## config.mk

```make
export PLATFORM = sky130hd
export DESIGN_NAME = mem_arbiter_flat
export DESIGN_NICKNAME = d
export VERILOG_FILES = /design/src/rtl/cache_pkg.sv /design/src/rtl/mem_arbiter_if.sv /design/src/rtl/mem_arbiter_rr_arbiter_2.sv /design/src/rtl/mem_arbiter.sv /design/src/flat_wrapper.sv
export SDC_FILE = /design/constraint.sdc
export NUM_CORES = 1
export LEC_CHECK = 0
export ABC_AREA = 1
export BUFFER_PORTS_ARGS = -buffer_cell sky130_fd_sc_hd__buf_2
export CORE_AREA = 2 2 99 101
export CTS_BUF_LIST = sky130_fd_sc_hd__clkbuf_4
export DETAILED_ROUTE_END_ITERATION = 10
export DIE_AREA = 0 0 101 103
export GPL_TIMING_DRIVEN = 0
export PLACE_DENSITY = 0.57
export SYNTH_ARGS = -nofsm -noshare
export SYNTH_HDL_FRONTEND = slang
export SYNTH_SLANG_ARGS = --single-unit
```

## constraint.sdc

```tcl
create_clock -name clk -period 1.1 [get_ports clk]
set_input_delay 0.055 -clock clk [delete_from_list [all_inputs] [get_ports clk]]
set_output_delay 0.055 -clock clk [all_outputs]
set_load 0.005 [all_outputs]
```

## src/rtl/cache_pkg.sv

```systemverilog
// Shared types and constants for the memory arbiter slice.
package cache_pkg;

    // Arbiter FSM: IDLE arbitrates, BURST owns the RAM, RELEASE is a one-cycle gap.
    typedef enum logic [1:0] {
        IDLE    = 2'd0,
        BURST   = 2'd1,
        RELEASE = 2'd2
    } arb_state_t;

    localparam int DATA_WIDTH = 32;
    localparam int NUM_REQ    = 2;

endpackage

```

## src/rtl/mem_arbiter_if.sv

```systemverilog
// Bundle of requester and RAM signals around the two-way memory arbiter.
// "master" is the arbiter's view (it drives the RAM port); "slave" is the
// view of the surrounding requesters and RAM model.
interface mem_arbiter_if #(
    parameter int ADDRESS_WIDTH = 16
);
    import cache_pkg::*;

    // Requester 0
    logic [ADDRESS_WIDTH-1:0] m0_address;
    logic                     m0_rd;
    logic                     m0_wr;
    logic [DATA_WIDTH-1:0]    m0_data_wr;
    logic [DATA_WIDTH-1:0]    m0_data_rd;
    logic                     m0_data_valid;
    logic                     m0_grant;

    // Requester 1
    logic [ADDRESS_WIDTH-1:0] m1_address;
    logic                     m1_rd;
    logic                     m1_wr;
    logic [DATA_WIDTH-1:0]    m1_data_wr;
    logic [DATA_WIDTH-1:0]    m1_data_rd;
    logic                     m1_data_valid;
    logic                     m1_grant;

    // Shared RAM port
    logic [ADDRESS_WIDTH-1:0] ram_address;
    logic                     ram_rd;
    logic                     ram_wr;
    logic [DATA_WIDTH-1:0]    ram_data_wr;
    logic [DATA_WIDTH-1:0]    ram_data_rd;
    logic                     ram_data_valid;

    modport master (
        input  m0_address, m0_rd, m0_wr, m0_data_wr,
        output m0_data_rd, m0_data_valid, m0_grant,
        input  m1_address, m1_rd, m1_wr, m1_data_wr,
        output m1_data_rd, m1_data_valid, m1_grant,
        output ram_address, ram_rd, ram_wr, ram_data_wr,
        input  ram_data_rd, ram_data_valid
    );

    modport slave (
        output m0_address, m0_rd, m0_wr, m0_data_wr,
        input  m0_data_rd, m0_data_valid, m0_grant,
        output m1_address, m1_rd, m1_wr, m1_data_wr,
        input  m1_data_rd, m1_data_valid, m1_grant,
        input  ram_address, ram_rd, ram_wr, ram_data_wr,
        output ram_data_rd, ram_data_valid
    );

endinterface

```

## src/rtl/mem_arbiter_rr_arbiter_2.sv

```systemverilog
// Two-way round-robin winner pick. A lone requester always wins; under
// contention the requester named by ptr wins. Purely combinational.
module rr_arbiter_2 (
    input  logic [1:0] req,
    input  logic       ptr,
    output logic       winner
);

    // Contention defers to the pointer, otherwise the active requester wins.
    always_comb begin
        winner = req[1];
        if (&req) begin
            winner = ptr;
        end
    end

endmodule

```

## src/rtl/mem_arbiter.sv

```systemverilog
// Two-requester burst arbiter in front of a single RAM port. Ownership is
// held for a whole line burst (BEATS completed beats) or until the owner
// drops its request, followed by a one-cycle release gap.
module mem_arbiter
    import cache_pkg::*;
#(
    parameter int ADDRESS_WIDTH     = 16,
    parameter int WORD_OFFSET_WIDTH = 2
) (
    input  logic          clk,
    input  logic          rst_n,
    mem_arbiter_if.master bus
);

    localparam logic [WORD_OFFSET_WIDTH-1:0] LAST_BEAT = '1;

    arb_state_t                   state_reg;
    logic                         grant_id_reg;
    logic                         rr_ptr_reg;
    logic [WORD_OFFSET_WIDTH-1:0] beat_cnt_reg;

    logic [NUM_REQ-1:0]       req_rd;
    logic [NUM_REQ-1:0]       req_wr;
    logic [NUM_REQ-1:0]       req_any;
    logic [ADDRESS_WIDTH-1:0] req_addr  [NUM_REQ];
    logic [DATA_WIDTH-1:0]    req_wdata [NUM_REQ];
    logic [NUM_REQ-1:0]       grant;
    logic                     winner;
    logic                     in_burst;
    logic                     owner_active;

    assign req_rd       = {bus.m1_rd, bus.m0_rd};
    assign req_wr       = {bus.m1_wr, bus.m0_wr};
    assign req_addr[0]  = bus.m0_address;
    assign req_addr[1]  = bus.m1_address;
    assign req_wdata[0] = bus.m0_data_wr;
    assign req_wdata[1] = bus.m1_data_wr;

    assign in_burst     = (state_reg == BURST);
    assign owner_active = req_any[grant_id_reg];

    // Per-requester request detect and grant decode.
    generate
        for (genvar gi = 0; gi < NUM_REQ; gi++) begin : g_req
            assign req_any[gi] = req_rd[gi] | req_wr[gi];
            assign grant[gi]   = in_burst && (grant_id_reg == 1'(gi));
        end
    endgenerate

    rr_arbiter_2 u_rr (
        .req    (req_any),
        .ptr    (rr_ptr_reg),
        .winner (winner)
    );

    // Arbitration FSM: grab the port, count completed beats, release.
    always_ff @(posedge clk or negedge rst_n) begin
        if (!rst_n) begin
            state_reg    <= IDLE;
            grant_id_reg <= 1'b0;
            rr_ptr_reg   <= 1'b0;
            beat_cnt_reg <= '0;
        end else begin
            unique case (state_reg)
                IDLE: begin
                    if (|req_any) begin
                        state_reg    <= BURST;
                        grant_id_reg <= winner;
                        rr_ptr_reg   <= ~winner;
                        beat_cnt_reg <= '0;
                    end
                end
                BURST: begin
                    // A completing beat takes priority over an early drop.
                    if (bus.ram_data_valid) begin
                        beat_cnt_reg <= beat_cnt_reg + 1'b1;
                        if (beat_cnt_reg == LAST_BEAT) begin
                            state_reg <= RELEASE;
                        end
                    end else if (!owner_active) begin
                        state_reg    <= RELEASE;
                        beat_cnt_reg <= '0;
                    end
                end
                RELEASE: begin
                    state_reg <= IDLE;
                end
                default: begin
                    state_reg <= IDLE;
                end
            endcase
        end
    end

    // RAM request mux: follows the owner during a burst, quiet otherwise.
    always_comb begin
        bus.ram_address = '0;
        bus.ram_data_wr = '0;
        bus.ram_rd      = 1'b0;
        bus.ram_wr      = 1'b0;
        if (in_burst) begin
            bus.ram_address = req_addr[grant_id_reg];
            bus.ram_data_wr = req_wdata[grant_id_reg];
            bus.ram_wr      = req_wr[grant_id_reg];
            bus.ram_rd      = req_rd[grant_id_reg] & ~req_wr[grant_id_reg];
        end
    end

    assign bus.m0_grant      = grant[0];
    assign bus.m1_grant      = grant[1];
    assign bus.m0_data_valid = bus.ram_data_valid & grant[0];
    assign bus.m1_data_valid = bus.ram_data_valid & grant[1];
    assign bus.m0_data_rd    = bus.ram_data_rd;
    assign bus.m1_data_rd    = bus.ram_data_rd;

endmodule

```

## src/flat_wrapper.sv

```systemverilog
// flat-port wrapper written by rule: the top's interface ports become plain ports
module mem_arbiter_flat import cache_pkg::*;
#(
    parameter int ADDRESS_WIDTH     = 16,
    parameter int WORD_OFFSET_WIDTH = 2
)
  (clk, rst_n, bus_m0_address, bus_m0_rd, bus_m0_wr, bus_m0_data_wr, bus_m0_data_rd, bus_m0_data_valid, bus_m0_grant, bus_m1_address, bus_m1_rd, bus_m1_wr, bus_m1_data_wr, bus_m1_data_rd, bus_m1_data_valid, bus_m1_grant, bus_ram_address, bus_ram_rd, bus_ram_wr, bus_ram_data_wr, bus_ram_data_rd, bus_ram_data_valid);
  mem_arbiter_if #(.ADDRESS_WIDTH(ADDRESS_WIDTH)) bus_i ();
  input  logic clk;
  input  logic rst_n;
  input wire logic [$bits(bus_i.m0_address)-1:0] bus_m0_address;
  input wire logic [$bits(bus_i.m0_rd)-1:0] bus_m0_rd;
  input wire logic [$bits(bus_i.m0_wr)-1:0] bus_m0_wr;
  input wire logic [$bits(bus_i.m0_data_wr)-1:0] bus_m0_data_wr;
  output wire logic [$bits(bus_i.m0_data_rd)-1:0] bus_m0_data_rd;
  output wire logic [$bits(bus_i.m0_data_valid)-1:0] bus_m0_data_valid;
  output wire logic [$bits(bus_i.m0_grant)-1:0] bus_m0_grant;
  input wire logic [$bits(bus_i.m1_address)-1:0] bus_m1_address;
  input wire logic [$bits(bus_i.m1_rd)-1:0] bus_m1_rd;
  input wire logic [$bits(bus_i.m1_wr)-1:0] bus_m1_wr;
  input wire logic [$bits(bus_i.m1_data_wr)-1:0] bus_m1_data_wr;
  output wire logic [$bits(bus_i.m1_data_rd)-1:0] bus_m1_data_rd;
  output wire logic [$bits(bus_i.m1_data_valid)-1:0] bus_m1_data_valid;
  output wire logic [$bits(bus_i.m1_grant)-1:0] bus_m1_grant;
  output wire logic [$bits(bus_i.ram_address)-1:0] bus_ram_address;
  output wire logic [$bits(bus_i.ram_rd)-1:0] bus_ram_rd;
  output wire logic [$bits(bus_i.ram_wr)-1:0] bus_ram_wr;
  output wire logic [$bits(bus_i.ram_data_wr)-1:0] bus_ram_data_wr;
  input wire logic [$bits(bus_i.ram_data_rd)-1:0] bus_ram_data_rd;
  input wire logic [$bits(bus_i.ram_data_valid)-1:0] bus_ram_data_valid;
  assign bus_i.m0_address = bus_m0_address;
  assign bus_i.m0_rd = bus_m0_rd;
  assign bus_i.m0_wr = bus_m0_wr;
  assign bus_i.m0_data_wr = bus_m0_data_wr;
  assign bus_m0_data_rd = bus_i.m0_data_rd;
  assign bus_m0_data_valid = bus_i.m0_data_valid;
  assign bus_m0_grant = bus_i.m0_grant;
  assign bus_i.m1_address = bus_m1_address;
  assign bus_i.m1_rd = bus_m1_rd;
  assign bus_i.m1_wr = bus_m1_wr;
  assign bus_i.m1_data_wr = bus_m1_data_wr;
  assign bus_m1_data_rd = bus_i.m1_data_rd;
  assign bus_m1_data_valid = bus_i.m1_data_valid;
  assign bus_m1_grant = bus_i.m1_grant;
  assign bus_ram_address = bus_i.ram_address;
  assign bus_ram_rd = bus_i.ram_rd;
  assign bus_ram_wr = bus_i.ram_wr;
  assign bus_ram_data_wr = bus_i.ram_data_wr;
  assign bus_i.ram_data_rd = bus_ram_data_rd;
  assign bus_i.ram_data_valid = bus_ram_data_valid;
  mem_arbiter #(.ADDRESS_WIDTH(ADDRESS_WIDTH), .WORD_OFFSET_WIDTH(WORD_OFFSET_WIDTH)) u_core (.clk(clk), .rst_n(rst_n), .bus(bus_i));
endmodule
```

==> flow_metrics.env <==
export IMPL_synth_edf_count=0
export IMPL_drt_total_wl_um=7120
export IMPL_rows=36
export IMPL_globalplace_congestion=0.797
export IMPL_grt_usage_pct=11.6
export IMPL_rsz0062_at_grt="true"
export IMPL_finalCoreUtilization_pct=32.2
export IMPL_setup_violations=59
export IMPL_drc=0
export IMPL_yosysMostFrequentCell="nand2_1"
export IMPL_clock_path_buffers=2
export IMPL_yosys_area_top_type_share_pct=40.9
export IMPL_syn_avg_cell_area_um2=5.33
export IMPL_wl_per_cell_um=11.3
export IMPL_syn_area_um2=1480
export IMPL_crit_chain="inv_2 > nand2_4 > inv_4 > nand2_4 > inv_6 > buf_8 > buf_6 > nand2_1 > nand2_1 > buf_2"
export IMPL_ir_drop_uv=933
export IMPL_ys_flop_type="dfrtp_1"
export IMPL_violations="setup timing"
export IMPL_cp_required_ns=1.04
export IMPL_leakage_nw=2.04
export IMPL_fin_crit_sh_pct=138
export IMPL_crit_path_top_delay_cell="dfrtp_1"
export IMPL_grt_pass1_vias=2034
export IMPL_critPathLaunchType="flip-flop"
export IMPL_ios=253
export IMPL_drtIter0Drc=42
export IMPL_crit_fanout=6
export IMPL_area_growth_pct=107
export IMPL_synth_seq_area_share_pct=10.2
export IMPL_crit_path_max_incr_delay_ns=0.38
export IMPL_port_buffers=220
export IMPL_yosys_top_cells_count="nand2_1, buf_4, nor2_1"
export IMPL_h_tree_depth=1
export IMPL_cts_sink_count=6
export IMPL_nFillCells=1056
export IMPL_synth_seq_cells=6
export IMPL_yosysTopAreaCell="nand2_1"
export IMPL_initial_core_util_pct=15.6
export IMPL_vias_per_cell=3.80
export IMPL_layout_setup_ws_ns=-0.414
export IMPL_finalHoldViolCount=0
export IMPL_grt_overflow_total=0
export IMPL_ys_types=15
export IMPL_dieArea_um2=10400
export IMPL_status="finished, violations left"
export IMPL_clock_skew_final_ns=0.00551
export IMPL_clk_pin_slew_worst_paths_ns=0.05
export IMPL_die_height_um=103
export IMPL_arrival_ns=1.46
export IMPL_grt_pass1_wl_um=9630
export IMPL_clk_latency_ns=0.25
export IMPL_synthArstFlopShare_pct=100
export IMPL_final_max_slew_viol_count=0
export IMPL_fmax_ghz=0.660
export IMPL_die_x_um=101
export IMPL_cts_tree="built"
export IMPL_cp_buffers_inverters=6
export IMPL_slew_headroom_pct=79.9
export IMPL_yosys_warnings=0
export IMPL_nets=654
export IMPL_drive_above_1_share_pct=66.9
export IMPL_hpwl_um=6120
export IMPL_powerDensity_nw_per_um2=1650
export IMPL_cts_made_buffers=3
export IMPL_worst_path_dominant_cell_family="buffers and inverters"
export IMPL_hold_slack_ns=0.103
export IMPL_synth_nets=413
export IMPL_worst_setup_path_end_kind="output port"
export IMPL_synth_area_leaders="nand2_1, buf_4, dfrtp_1"
export IMPL_num_antenna_cells=0
export IMPL_grt_max_degree=11
export IMPL_core_um2=9460
export IMPL_antenna_found_initial=0
export IMPL_worst_pin_slew_ns=0.301
export IMPL_hold_path_class="input port to flip-flop"
export IMPL_postRouteAntennaNets=0
export IMPL_syn_inst=277
export IMPL_crit_type="flip-flop to output port"
export IMPL_root_buffer="clkbuf_4"
export IMPL_power_total_mw=5.02
export IMPL_dr_total_vias=2391
export IMPL_cap_violations=0
export IMPL_period_minus_slack_ns=1.51
export IMPL_drtPass1Iterations=4
-- through the flow --
step	setup WS, ns	std cells	instance area [µm²]	TNS (ns)
6_report	-0.414	630	3050	-18.61
5_1_grt	-0.495	630	3050	-24.01
4_1_cts	-0.418	627	2960	-19.59
3_5_place_dp	-0.379	611	2720	-12.73
3_3_place_gp	-0.357	611	2720	-12.11
2_1_floorplan	0.00269	277	1480	0
-- power breakdown --
group          leakage [nW]  internal, mW  switching [mW]  total, mW
registers            0.0740         0.330           0.109      0.439
logic                  1.96          2.21            2.17       4.38
clock network        0.0138         0.124          0.0809      0.204
total                  2.04          2.66            2.36       5.02
-- cells in the final DEF, fill, tap and decap left out, drive strengths merged --
master,count
o21ai,2
nor2,13
nand3,3
nor3,2
a21boi,1
nand2,164
dfrtp,6
ha,1
buf,308
o22ai,1
clkbuf,4
inv,10
dlygate4sd3,1
-- final timing paths --
check,startpoint,to,slack [ns],depth (start not counted)
setup / recovery,u_core.state_reg[1],bus_ram_data_wr[16],-0.41,10
hold / removal,bus_ram_data_valid,u_core.beat_cnt_reg[1],0.10,3
setup reg to reg,u_core.state_reg[1],u_core.beat_cnt_reg[0],-0.07,9
hold reg to reg,u_core.rr_ptr_reg,u_core.rr_ptr_reg,0.47,2
max in group asynchronous,rst_n,u_core.grant_id_reg,0.77,2
min in group asynchronous,rst_n,u_core.beat_cnt_reg[0],0.16,2
-- worst reg2reg max path, cell delays in order, from the launching register on --
cell and delay, ns:
dfrtp_1 0.38, inv_2 0.08, nand2_4 0.06, buf_4 0.13, buf_6 0.12, nor2_4 0.07, nand3_2 0.09, nand2_2 0.08
nand2_1 0.05, nand2_1 0.05
-- metal layers --
metal | wire, µm | track usage [%] | up-vias
li1 | - | - | 1240
met1 | 2740 | 13.7 | 1026
met2 | 3760 | 22.4 | 121
met3 | 553 | 1.42 | 4
met4 | 70 | 2.39 | 0
met5 | 0 | 0 | -
-- kinds of logic (layout without fill, tap and decap cells) --
kind of cell	after synthesis	count (layout)	share of synthesized area, %
flip-flops	6	6	10.2
AO/OA/AOI/OAI	4	4	1.61
buffers and inverters	84	323	40.2
AND/OR/NAND/NOR	182	182	47.2
adder cells (fa/ha/maj)	1	1	0.847
-- final cells by class --
cell class	instances	area, µm²	share of cell area (%)
plain buffers	74	578	19.0
flip-flops and latches	6	151	4.97
repair buffers	236	1280	42.0
multi-input cells	187	825	27.0
inverters	10	50.0	1.64
well taps	114	143	4.68
clock buffers	3	22.5	0.739
-- repair_timing --
item / CTS / global route
gates resized for setup: 39 / 23
cloned: 2 / 0
setup buffers: 10 / 3
hold buffers: 1 / 0
pin swaps: 8 / 6
endpoints found under the hold margin: 6 / 0
endpoints found under the setup margin: 56 / 60
Note: power is estimated with default switching activity, not from simulation.
